File: src/rtl/master_ocp_if.sv
// Requester and OCP bus bundle seen by the master stage.
// Purely a wiring container: no state, no latency.
// Flow control: req_valid/req_ready on the request side, SCmdAccept/SResp on the bus side.
interface master_ocp_if #(
   parameter int DATAWIDTH    = 8,
   parameter int ADDRESSWIDTH = 32
);
   // Requester side
   logic                      req_valid;
   logic                      req_ready;
   logic                      req_write;
   logic [1:0]                req_len;
   logic [ADDRESSWIDTH-1:0]   req_addr;
   logic [4*DATAWIDTH-1:0]    req_wdata;
   logic [1:0]                req_id;
   logic [DATAWIDTH-1:0]      rdata;
   logic                      rdata_valid;
   logic                      done;
   logic                      err;

   // OCP side
   logic [2:0]                MCmd;
   logic [ADDRESSWIDTH-1:0]   MAddr;
   logic [DATAWIDTH-1:0]      MData;
   logic                      MDataValid;
   logic                      MDataLast;
   logic                      MRespAccept;
   logic [1:0]                id;
   logic                      SCmdAccept;
   logic [1:0]                SResp;
   logic                      SRespLast;
   logic [DATAWIDTH-1:0]      SData;

   // View of the master stage itself
   modport master (
      input  req_valid, req_write, req_len, req_addr, req_wdata, req_id,
      input  SCmdAccept, SResp, SRespLast, SData,
      output req_ready, rdata, rdata_valid, done, err,
      output MCmd, MAddr, MData, MDataValid, MDataLast, MRespAccept, id
   );

   // View of everything around it: the requester plus the downstream slave
   modport slave (
      output req_valid, req_write, req_len, req_addr, req_wdata, req_id,
      output SCmdAccept, SResp, SRespLast, SData,
      input  req_ready, rdata, rdata_valid, done, err,
      input  MCmd, MAddr, MData, MDataValid, MDataLast, MRespAccept, id
   );
endinterface

File: src/rtl/master_ocp.sv
// OCP master: one request at a time (single write, 1-4 beat burst write, single read) to the slave.
// Latency: command on the bus the cycle after capture; done/err/rdata_valid the cycle after the response.
// Backpressure: req_ready only in IDLE; each beat holds until SCmdAccept; TIMEOUT cycles without progress aborts.
module master_ocp #(
   parameter int DATAWIDTH    = 8,
   parameter int ADDRESSWIDTH = 32,
   parameter int TIMEOUT      = 16
) (
   input logic          clk,
   input logic          rst,
   master_ocp_if.master bus
);

   localparam int TW = $clog2(TIMEOUT + 1);
   localparam logic [TW-1:0] TMO_LAST = TW'(TIMEOUT - 1);

   typedef enum logic [2:0] {
      IDLE      = 3'd0,
      CMD_WR    = 3'd1,
      CMD_RD    = 3'd2,
      WAIT_RESP = 3'd3,
      RESP      = 3'd4
   } state_t;

   state_t                  state_q, state_d;
   logic [ADDRESSWIDTH-1:0] base_q, base_d;
   logic [4*DATAWIDTH-1:0]  wdata_q, wdata_d;
   logic [1:0]              len_q, len_d;
   logic [1:0]              cnt_q, cnt_d;
   logic                    is_rd_q, is_rd_d;
   logic [TW-1:0]           tmo_q, tmo_d;

   logic [2:0]              mcmd_q, mcmd_d;
   logic [ADDRESSWIDTH-1:0] maddr_q, maddr_d;
   logic [DATAWIDTH-1:0]    mdata_q, mdata_d;
   logic                    mdv_q, mdv_d;
   logic                    mlast_q, mlast_d;
   logic                    mresp_q, mresp_d;
   logic [1:0]              id_q, id_d;
   logic [DATAWIDTH-1:0]    rdata_q, rdata_d;
   logic                    rdv_q, rdv_d;
   logic                    done_q, done_d;
   logic                    err_q, err_d;
   logic                    rdy_q, rdy_d;

   logic [1:0]              beat_nxt;
   logic                    tmo_hit;

   assign beat_nxt = cnt_q + 2'd1;
   // The timeout boundary is only honoured when no accept/response arrives in that same cycle
   assign tmo_hit  = (tmo_q == TMO_LAST);

   assign bus.req_ready   = rdy_q;
   assign bus.MCmd        = mcmd_q;
   assign bus.MAddr       = maddr_q;
   assign bus.MData       = mdata_q;
   assign bus.MDataValid  = mdv_q;
   assign bus.MDataLast   = mlast_q;
   assign bus.MRespAccept = mresp_q;
   assign bus.id          = id_q;
   assign bus.rdata       = rdata_q;
   assign bus.rdata_valid = rdv_q;
   assign bus.done        = done_q;
   assign bus.err         = err_q;

   // Next-state and next-output logic; pulses default low, everything else holds
   always_comb begin
      state_d = state_q;
      base_d  = base_q;
      wdata_d = wdata_q;
      len_d   = len_q;
      cnt_d   = cnt_q;
      is_rd_d = is_rd_q;
      tmo_d   = tmo_q;
      mcmd_d  = mcmd_q;
      maddr_d = maddr_q;
      mdata_d = mdata_q;
      mdv_d   = mdv_q;
      mlast_d = mlast_q;
      id_d    = id_q;
      rdata_d = rdata_q;
      mresp_d = 1'b0;
      rdv_d   = 1'b0;
      done_d  = 1'b0;
      err_d   = 1'b0;

      case (state_q)
         IDLE: begin
            if (bus.req_valid) begin
               base_d  = bus.req_addr;
               wdata_d = bus.req_wdata;
               len_d   = bus.req_write ? bus.req_len : 2'd0;
               is_rd_d = ~bus.req_write;
               id_d    = bus.req_id;
               cnt_d   = 2'd0;
               tmo_d   = '0;
               maddr_d = bus.req_addr;
               if (bus.req_write) begin
                  state_d = CMD_WR;
                  mcmd_d  = (bus.req_len == 2'd0) ? 3'b001 : {1'b1, bus.req_len};
                  mdata_d = bus.req_wdata[DATAWIDTH-1:0];
                  mdv_d   = 1'b1;
                  mlast_d = (bus.req_len == 2'd0);
               end else begin
                  state_d = CMD_RD;
                  mcmd_d  = 3'b010;
                  mdv_d   = 1'b0;
                  mlast_d = 1'b0;
               end
            end
         end

         CMD_WR: begin
            if (bus.SCmdAccept) begin
               tmo_d = '0;
               if (cnt_q == len_q) begin
                  state_d = WAIT_RESP;
                  mcmd_d  = 3'b000;
                  mdv_d   = 1'b0;
                  mlast_d = 1'b0;
               end else begin
                  cnt_d   = beat_nxt;
                  maddr_d = base_q + ADDRESSWIDTH'(beat_nxt);
                  mdata_d = wdata_q[int'(beat_nxt)*DATAWIDTH +: DATAWIDTH];
                  mlast_d = (beat_nxt == len_q);
               end
            end else if (tmo_hit) begin
               state_d = RESP;
               done_d  = 1'b1;
               err_d   = 1'b1;
               mcmd_d  = 3'b000;
               mdv_d   = 1'b0;
               mlast_d = 1'b0;
               tmo_d   = '0;
            end else begin
               tmo_d = tmo_q + TW'(1);
            end
         end

         CMD_RD: begin
            if (bus.SCmdAccept) begin
               state_d = WAIT_RESP;
               mcmd_d  = 3'b000;
               tmo_d   = '0;
            end else if (tmo_hit) begin
               state_d = RESP;
               done_d  = 1'b1;
               err_d   = 1'b1;
               mcmd_d  = 3'b000;
               tmo_d   = '0;
            end else begin
               tmo_d = tmo_q + TW'(1);
            end
         end

         WAIT_RESP: begin
            if (bus.SResp != 2'b00) begin
               state_d = RESP;
               mresp_d = 1'b1;
               done_d  = 1'b1;
               // Anything other than DVA (including the reserved 10) is an error
               err_d   = (bus.SResp != 2'b01);
               tmo_d   = '0;
               if (is_rd_q && (bus.SResp == 2'b01)) begin
                  rdata_d = bus.SData;
                  rdv_d   = 1'b1;
               end
            end else if (tmo_hit) begin
               state_d = RESP;
               done_d  = 1'b1;
               err_d   = 1'b1;
               tmo_d   = '0;
            end else begin
               tmo_d = tmo_q + TW'(1);
            end
         end

         RESP: begin
            state_d = IDLE;
         end

         default: begin
            state_d = IDLE;
            mcmd_d  = 3'b000;
            mdv_d   = 1'b0;
            mlast_d = 1'b0;
         end
      endcase

      rdy_d = (state_d == IDLE);
   end

   // State and registered outputs; reset abandons any transaction without a done pulse
   always_ff @(posedge clk or negedge rst) begin
      if (!rst) begin
         state_q <= IDLE;
         base_q  <= '0;
         wdata_q <= '0;
         len_q   <= '0;
         cnt_q   <= '0;
         is_rd_q <= 1'b0;
         tmo_q   <= '0;
         mcmd_q  <= 3'b000;
         maddr_q <= '0;
         mdata_q <= '0;
         mdv_q   <= 1'b0;
         mlast_q <= 1'b0;
         mresp_q <= 1'b0;
         id_q    <= '0;
         rdata_q <= '0;
         rdv_q   <= 1'b0;
         done_q  <= 1'b0;
         err_q   <= 1'b0;
         rdy_q   <= 1'b1;
      end else begin
         state_q <= state_d;
         base_q  <= base_d;
         wdata_q <= wdata_d;
         len_q   <= len_d;
         cnt_q   <= cnt_d;
         is_rd_q <= is_rd_d;
         tmo_q   <= tmo_d;
         mcmd_q  <= mcmd_d;
         maddr_q <= maddr_d;
         mdata_q <= mdata_d;
         mdv_q   <= mdv_d;
         mlast_q <= mlast_d;
         mresp_q <= mresp_d;
         id_q    <= id_d;
         rdata_q <= rdata_d;
         rdv_q   <= rdv_d;
         done_q  <= done_d;
         err_q   <= err_d;
         rdy_q   <= rdy_d;
      end
   end

endmodule

File: src/flat_wrapper.sv
// flat-port wrapper written by rule: the top's interface ports become plain ports
module master_ocp_flat 
#(
   parameter int DATAWIDTH    = 8,
   parameter int ADDRESSWIDTH = 32,
   parameter int TIMEOUT      = 16
)
  (clk, rst, bus_req_valid, bus_req_write, bus_req_len, bus_req_addr, bus_req_wdata, bus_req_id, bus_SCmdAccept, bus_SResp, bus_SRespLast, bus_SData, bus_req_ready, bus_rdata, bus_rdata_valid, bus_done, bus_err, bus_MCmd, bus_MAddr, bus_MData, bus_MDataValid, bus_MDataLast, bus_MRespAccept, bus_id);
  master_ocp_if #(.DATAWIDTH(DATAWIDTH), .ADDRESSWIDTH(ADDRESSWIDTH)) bus_i ();
  input logic clk;
  input logic rst;
  input wire logic [$bits(bus_i.req_valid)-1:0] bus_req_valid;
  input wire logic [$bits(bus_i.req_write)-1:0] bus_req_write;
  input wire logic [$bits(bus_i.req_len)-1:0] bus_req_len;
  input wire logic [$bits(bus_i.req_addr)-1:0] bus_req_addr;
  input wire logic [$bits(bus_i.req_wdata)-1:0] bus_req_wdata;
  input wire logic [$bits(bus_i.req_id)-1:0] bus_req_id;
  input wire logic [$bits(bus_i.SCmdAccept)-1:0] bus_SCmdAccept;
  input wire logic [$bits(bus_i.SResp)-1:0] bus_SResp;
  input wire logic [$bits(bus_i.SRespLast)-1:0] bus_SRespLast;
  input wire logic [$bits(bus_i.SData)-1:0] bus_SData;
  output wire logic [$bits(bus_i.req_ready)-1:0] bus_req_ready;
  output wire logic [$bits(bus_i.rdata)-1:0] bus_rdata;
  output wire logic [$bits(bus_i.rdata_valid)-1:0] bus_rdata_valid;
  output wire logic [$bits(bus_i.done)-1:0] bus_done;
  output wire logic [$bits(bus_i.err)-1:0] bus_err;
  output wire logic [$bits(bus_i.MCmd)-1:0] bus_MCmd;
  output wire logic [$bits(bus_i.MAddr)-1:0] bus_MAddr;
  output wire logic [$bits(bus_i.MData)-1:0] bus_MData;
  output wire logic [$bits(bus_i.MDataValid)-1:0] bus_MDataValid;
  output wire logic [$bits(bus_i.MDataLast)-1:0] bus_MDataLast;
  output wire logic [$bits(bus_i.MRespAccept)-1:0] bus_MRespAccept;
  output wire logic [$bits(bus_i.id)-1:0] bus_id;
  assign bus_i.req_valid = bus_req_valid;
  assign bus_i.req_write = bus_req_write;
  assign bus_i.req_len = bus_req_len;
  assign bus_i.req_addr = bus_req_addr;
  assign bus_i.req_wdata = bus_req_wdata;
  assign bus_i.req_id = bus_req_id;
  assign bus_i.SCmdAccept = bus_SCmdAccept;
  assign bus_i.SResp = bus_SResp;
  assign bus_i.SRespLast = bus_SRespLast;
  assign bus_i.SData = bus_SData;
  assign bus_req_ready = bus_i.req_ready;
  assign bus_rdata = bus_i.rdata;
  assign bus_rdata_valid = bus_i.rdata_valid;
  assign bus_done = bus_i.done;
  assign bus_err = bus_i.err;
  assign bus_MCmd = bus_i.MCmd;
  assign bus_MAddr = bus_i.MAddr;
  assign bus_MData = bus_i.MData;
  assign bus_MDataValid = bus_i.MDataValid;
  assign bus_MDataLast = bus_i.MDataLast;
  assign bus_MRespAccept = bus_i.MRespAccept;
  assign bus_id = bus_i.id;
  master_ocp #(.DATAWIDTH(DATAWIDTH), .ADDRESSWIDTH(ADDRESSWIDTH), .TIMEOUT(TIMEOUT)) u_core (.clk(clk), .rst(rst), .bus(bus_i));
endmodule
File: config.mk
export PLATFORM = sky130hd
export DESIGN_NAME = master_ocp_flat
export DESIGN_NICKNAME = d
export VERILOG_FILES = /design/src/rtl/master_ocp_if.sv /design/src/rtl/master_ocp.sv /design/src/flat_wrapper.sv
export SDC_FILE = /design/constraint.sdc
export NUM_CORES = 1
export LEC_CHECK = 0
export ABC_CLOCK_PERIOD_IN_PS = 3600
export BUFFER_PORTS_ARGS = -buffer_cell sky130_fd_sc_hd__clkbuf_2
export CORE_MARGIN = 1.5
export CORE_UTILIZATION = 45
export DETAILED_ROUTE_END_ITERATION = 10
export PLACE_DENSITY = 0.69
export SLEW_MARGIN = 15
export SYNTH_ARGS = -nofsm -noshare
export SYNTH_HDL_FRONTEND = slang
export SYNTH_SLANG_ARGS = --single-unit
File: constraint.sdc
create_clock -name clk -period 3.6 [get_ports clk]
set_input_delay 0.18 -clock clk [delete_from_list [all_inputs] [get_ports clk]]
set_output_delay 0.18 -clock clk [all_outputs]
set_load 0.02 [all_outputs]
==> summary.txt <==
Outcome
  • Status: finished clean

Global routing
  • Maximum number of pins on one net before global-route repair: 97
  • Global Route met1 Usage: 31.03%
  • Global-route wire length before repair: 28780 um
  • Top Usage Layer GRT: met2
  • Vias in the first global route: 5761
  • Met2 Resource Use GR: 37.04%
  • Global Route Usage Sum: 23.17%
  • Sum of overflow across all layers after global routing: 0
  • Initial antenna violation count: 0
  • M3 GR Usage: 4.897%

Detailed routing
  • Number of nets with antenna violations after detailed routing: 0
  • Number of detailed-routing iterations run before antenna repair: 5
  • DRT iter0 DRCs: 379
  • Routed wire per std cell: 15.15 um
  • Total routed wirelength: 17120 um
  • DR DRC count: 0
  • Number of vias after detailed routing: 5816
  • Number of vias per cell after detailed routing: 5.147

Setup path
  • Endpoint arrival time on the critical path: 3.16 ns
  • Critical Path Slowest Stage Cell: sky130_fd_sc_hd__dfrtp_1
  • Required time reported for the critical path endpoint: 3.91 ns
  • Type of element launching the critical path: flip-flop
  • Largest driver fanout on the critical path: 15
  • Type of the setup path with the least slack: flip-flop to flip-flop
  • Maximum single-stage delay on the critical path: 0.77 ns
  • Sort of element at the end of the critical path: flip-flop
  • Ordered list of cells on the worst path: xor2_1 > fa_1 > and4_1 > and3_1 > nand3_1 > nor3b_1 > o41ai_1

Floorplanning
  • Die boundary width: 124.3 um
  • FP Rows: 44
  • Total I/O pin count: 144
  • Die height: 124.3 um
  • Die outline area: 15460 sq um
  • Core box area: 14480 sq um
  • Starting Density: 45.76%

Yosys
  • Fraction of registers with async set or reset after synthesis: 100.0%
  • Post-synth cell types: 59
  • Syn_area_per_cell: 9.176 sq um
  • Gate Count Post-Synth: 722
  • Summed instance area of the synthesized netlist: 6625 sq um
  • Sequential cell area fraction in the yosys report: 51.77%
  • Net count after synthesis: 810
  • Number of enable-type register cells in the synthesized netlist: 0
  • Register bit count reported by yosys: 137
  • Predominant post-synthesis flop cell: sky130_fd_sc_hd__dfrtp_1
  • Yosys warning total: 0

Final layout
  • Final cell utilization of the core: 61.74%
  • Share of post-route cells with drive strength above 1: 23.68%
  • Number of diodes: 0
  • Post-synthesis to final-layout area growth: 34.92%
  • Final layout net count: 1021
  • Final non-filler cell total: 1130
  • Number of fillers in the final layout: 1236
  • Post-route standard cell area excluding fillers: 8939 sq um

Placement
  • Final HPWL from detailed placement: 10980 um
  • Quantity of I/O buffers inserted on ports: 142
  • Pre-CTS WS: 0.7028 ns
  • Final weighted congestion in routability-driven placement: 0.8444
  • Instance area after placement: 7513 sq um
  • Cell count after placement: 1024

STA
  • Setup TNS: 0 ns
  • RSZ-0062 raised after global routing: no
  • Max-slew violation total from the final report: 0
  • Worst Max-Slew Pin Slew: 1.004 ns
  • Final-report setup violation count: 0
  • Max Clock Freq: 351.0 MHz
  • Final Hold Violating Endpoints: 0
  • Setup slack after layout: 0.7508 ns
  • Skew final: 0.007692 ns
  • Share of the clock period used by the worst path: 79.14%
  • Post-layout minimum cycle time: 2.849 ns
  • Max_slew headroom: 32.48%

Clock tree
  • H-tree depth: 4
  • Later-pin clock latency in the skew report: 0.43 ns
  • CTS buffer count: 17
  • Clock-pin slew reported for the worst setup and hold paths after clock tree synthesis: 0.06 ns
  • Clock tree from TritonCTS: done
  • Master cell of the clock root buffer: sky130_fd_sc_hd__clkbuf_16
  • Number of buffers inserted for hold repair after clock tree synthesis: 74
  • Sink count of the clock tree: 137
  • Number of gates given a new drive strength after cts: 0
  • Post-CTS Setup Inserts: 0
  • Clock Tree Buf Depth: 2

Pwr
  • VDD IR max: 0.4265 mV
  • Power per cell area: 899.8 nW/um^2
  • Lkg Pwr: 4.403 nW

Hold path
  • Hold Path Class: primary input to flip-flop

Job
  • Max-cap viol count: 0
==> critical path, delay by kind of cell (launching register included) <==
| kind | cells | cell delay [ns] |
|---|---|---|
| fa+ha+maj | 1 | 0.31 |
| simple gates | 4 | 0.95 |
| xor+xnor | 1 | 0.31 |
| flops | 1 | 0.77 |
| compound gates | 1 | 0.38 |
==> flip-flops by register name (all words and copies together) (netlist names), 2 cells and up <==
| signal | flops |
|---|---|
| u_core.bus.MAddr | 32 |
| u_core.len_q | 2 |
| u_core.bus.id | 2 |
| u_core.wdata_q | 32 |
| u_core.base_q | 32 |
| u_core.bus.rdata | 8 |
| u_core.state_q | 3 |
| u_core.bus.MCmd | 3 |
| u_core.cnt_q | 2 |
| u_core.tmo_q | 5 |
| u_core.bus.MData | 8 |
==> cell families (layout without fill, tap and decap cells) <==
group	count (synthesis)	in the layout	share of synthesized area (%)
AND/OR/NAND/NOR	381	381	25.12
flip-flops	137	137	51.77
AO/OA/AOI/OAI	104	104	9.990
buffers and inverters	45	269	3.173
XOR/XNOR	27	27	3.569
multiplexers	23	23	5.364
adder cells (fa/ha/maj)	5	5	1.020
==> cell type report <==
cell class / instances / area, sq um / share of cell area [%]
sequential: 137 / 3430 / 38.37
multi-input combinational: 540 / 3002 / 33.58
timing repair buffer: 231 / 1570 / 17.57
clock buffer: 18 / 439.2 / 4.913
clock inverter: 14 / 245.2 / 2.744
tap: 184 / 230.2 / 2.576
inverter: 6 / 22.52 / 0.2520
==> cell usage after synthesis (3+ instances only) <==
cell type,instances,area share [%]
sky130_fd_sc_hd__mux2_4,3,0.68
sky130_fd_sc_hd__buf_4,3,0.34
sky130_fd_sc_hd__buf_2,12,0.91
sky130_fd_sc_hd__nand3b_1,3,0.34
sky130_fd_sc_hd__nand2_1,262,15
sky130_fd_sc_hd__o21ai_0,30,2.3
sky130_fd_sc_hd__o21ai_1,3,0.23
sky130_fd_sc_hd__mux2_2,8,1.4
sky130_fd_sc_hd__nor3b_1,4,0.45
sky130_fd_sc_hd__dfrtp_1,136,51
sky130_fd_sc_hd__inv_1,6,0.34
sky130_fd_sc_hd__nand3_1,21,1.6
sky130_fd_sc_hd__nor3_2,3,0.45
sky130_fd_sc_hd__a21o_1,8,0.91
sky130_fd_sc_hd__or3_1,4,0.38
sky130_fd_sc_hd__nor3_1,8,0.60
sky130_fd_sc_hd__a22oi_1,4,0.45
sky130_fd_sc_hd__nor2_1,31,1.8
sky130_fd_sc_hd__ha_1,3,0.57
sky130_fd_sc_hd__a31oi_1,13,1.2
sky130_fd_sc_hd__mux4_2,8,2.7
sky130_fd_sc_hd__o211ai_1,4,0.45
sky130_fd_sc_hd__xor2_1,13,1.7
sky130_fd_sc_hd__mux2i_1,4,0.60
sky130_fd_sc_hd__nand2b_1,5,0.47
sky130_fd_sc_hd__nand4_1,14,1.3
sky130_fd_sc_hd__clkbuf_1,22,1.2
sky130_fd_sc_hd__xnor2_1,14,1.9
sky130_fd_sc_hd__and3_1,8,0.76
sky130_fd_sc_hd__a21oi_1,23,1.7
sky130_fd_sc_hd__and4_1,4,0.53
==> through the flow <==
step | total power [mW] | hold slack [ns]
after CTS | 8.106 | 0.04109
after global placement | 5.898 | 0.3486
after floorplan | 5.020 | -0.1156
after global routing | 8.605 | 0.05303
final | 8.043 | 0.05478
after detailed placement | 5.997 | 0.3559
==> worst paths after layout <==
| check | start | end | slack (ns) | cells after the start |
|---|---|---|---|---|
| worst max register to register | u_core.cnt_q[0] | u_core.bus.MAddr[24] | 0.75 | 7 |
| min in group asynchronous | rst | u_core.bus.MAddr[4] | 0.41 | 2 |
| worst min register to register | u_core.wdata_q[7] | u_core.wdata_q[7] | 0.47 | 2 |
| worst min-delay path | bus_req_len[0] | u_core.len_q[0] | 0.05 | 3 |
| max in group asynchronous | rst | u_core.bus.MAddr[30] | 2.35 | 3 |
| worst max-delay path | u_core.cnt_q[0] | u_core.bus.MAddr[24] | 0.75 | 7 |
==> report_power, final <==
| group | switching [mW] | leakage, nW | internal [mW] | total, mW |
|---|---|---|---|---|
| clock | 0.695 | 0.331 | 1.32 | 2.02 |
| sequential | 0.552 | 1.70 | 2.25 | 2.80 |
| combinational | 1.93 | 2.37 | 1.30 | 3.22 |
==> per-layer routing <==
metal / up-vias / wire length, um
met2: 150 / 8285
li1: 2865 / -
met3: 25 / 825
met5: - / 0
met4: 0 / 333
met1: 2776 / 7678
==> cells in the final DEF, fill, tap and decap left out, types with 14 or more instances in the layout <==
cell type | synthesis | final
sky130_fd_sc_hd__a21oi_1 | 23 | 23
sky130_fd_sc_hd__o21ai_0 | 30 | 30
sky130_fd_sc_hd__nand4_1 | 14 | 14
sky130_fd_sc_hd__nor2_1 | 31 | 30
sky130_fd_sc_hd__nand3_1 | 21 | 21
sky130_fd_sc_hd__clkbuf_2 | 0 | 141
sky130_fd_sc_hd__buf_4 | 3 | 15
sky130_fd_sc_hd__xnor2_1 | 14 | 14
sky130_fd_sc_hd__dlygate4sd3_1 | 0 | 74
sky130_fd_sc_hd__nand2_1 | 262 | 261
sky130_fd_sc_hd__dfrtp_1 | 136 | 136
sky130_fd_sc_hd__clkbuf_16 | 0 | 17
Power figures use the tool's default switching activity.
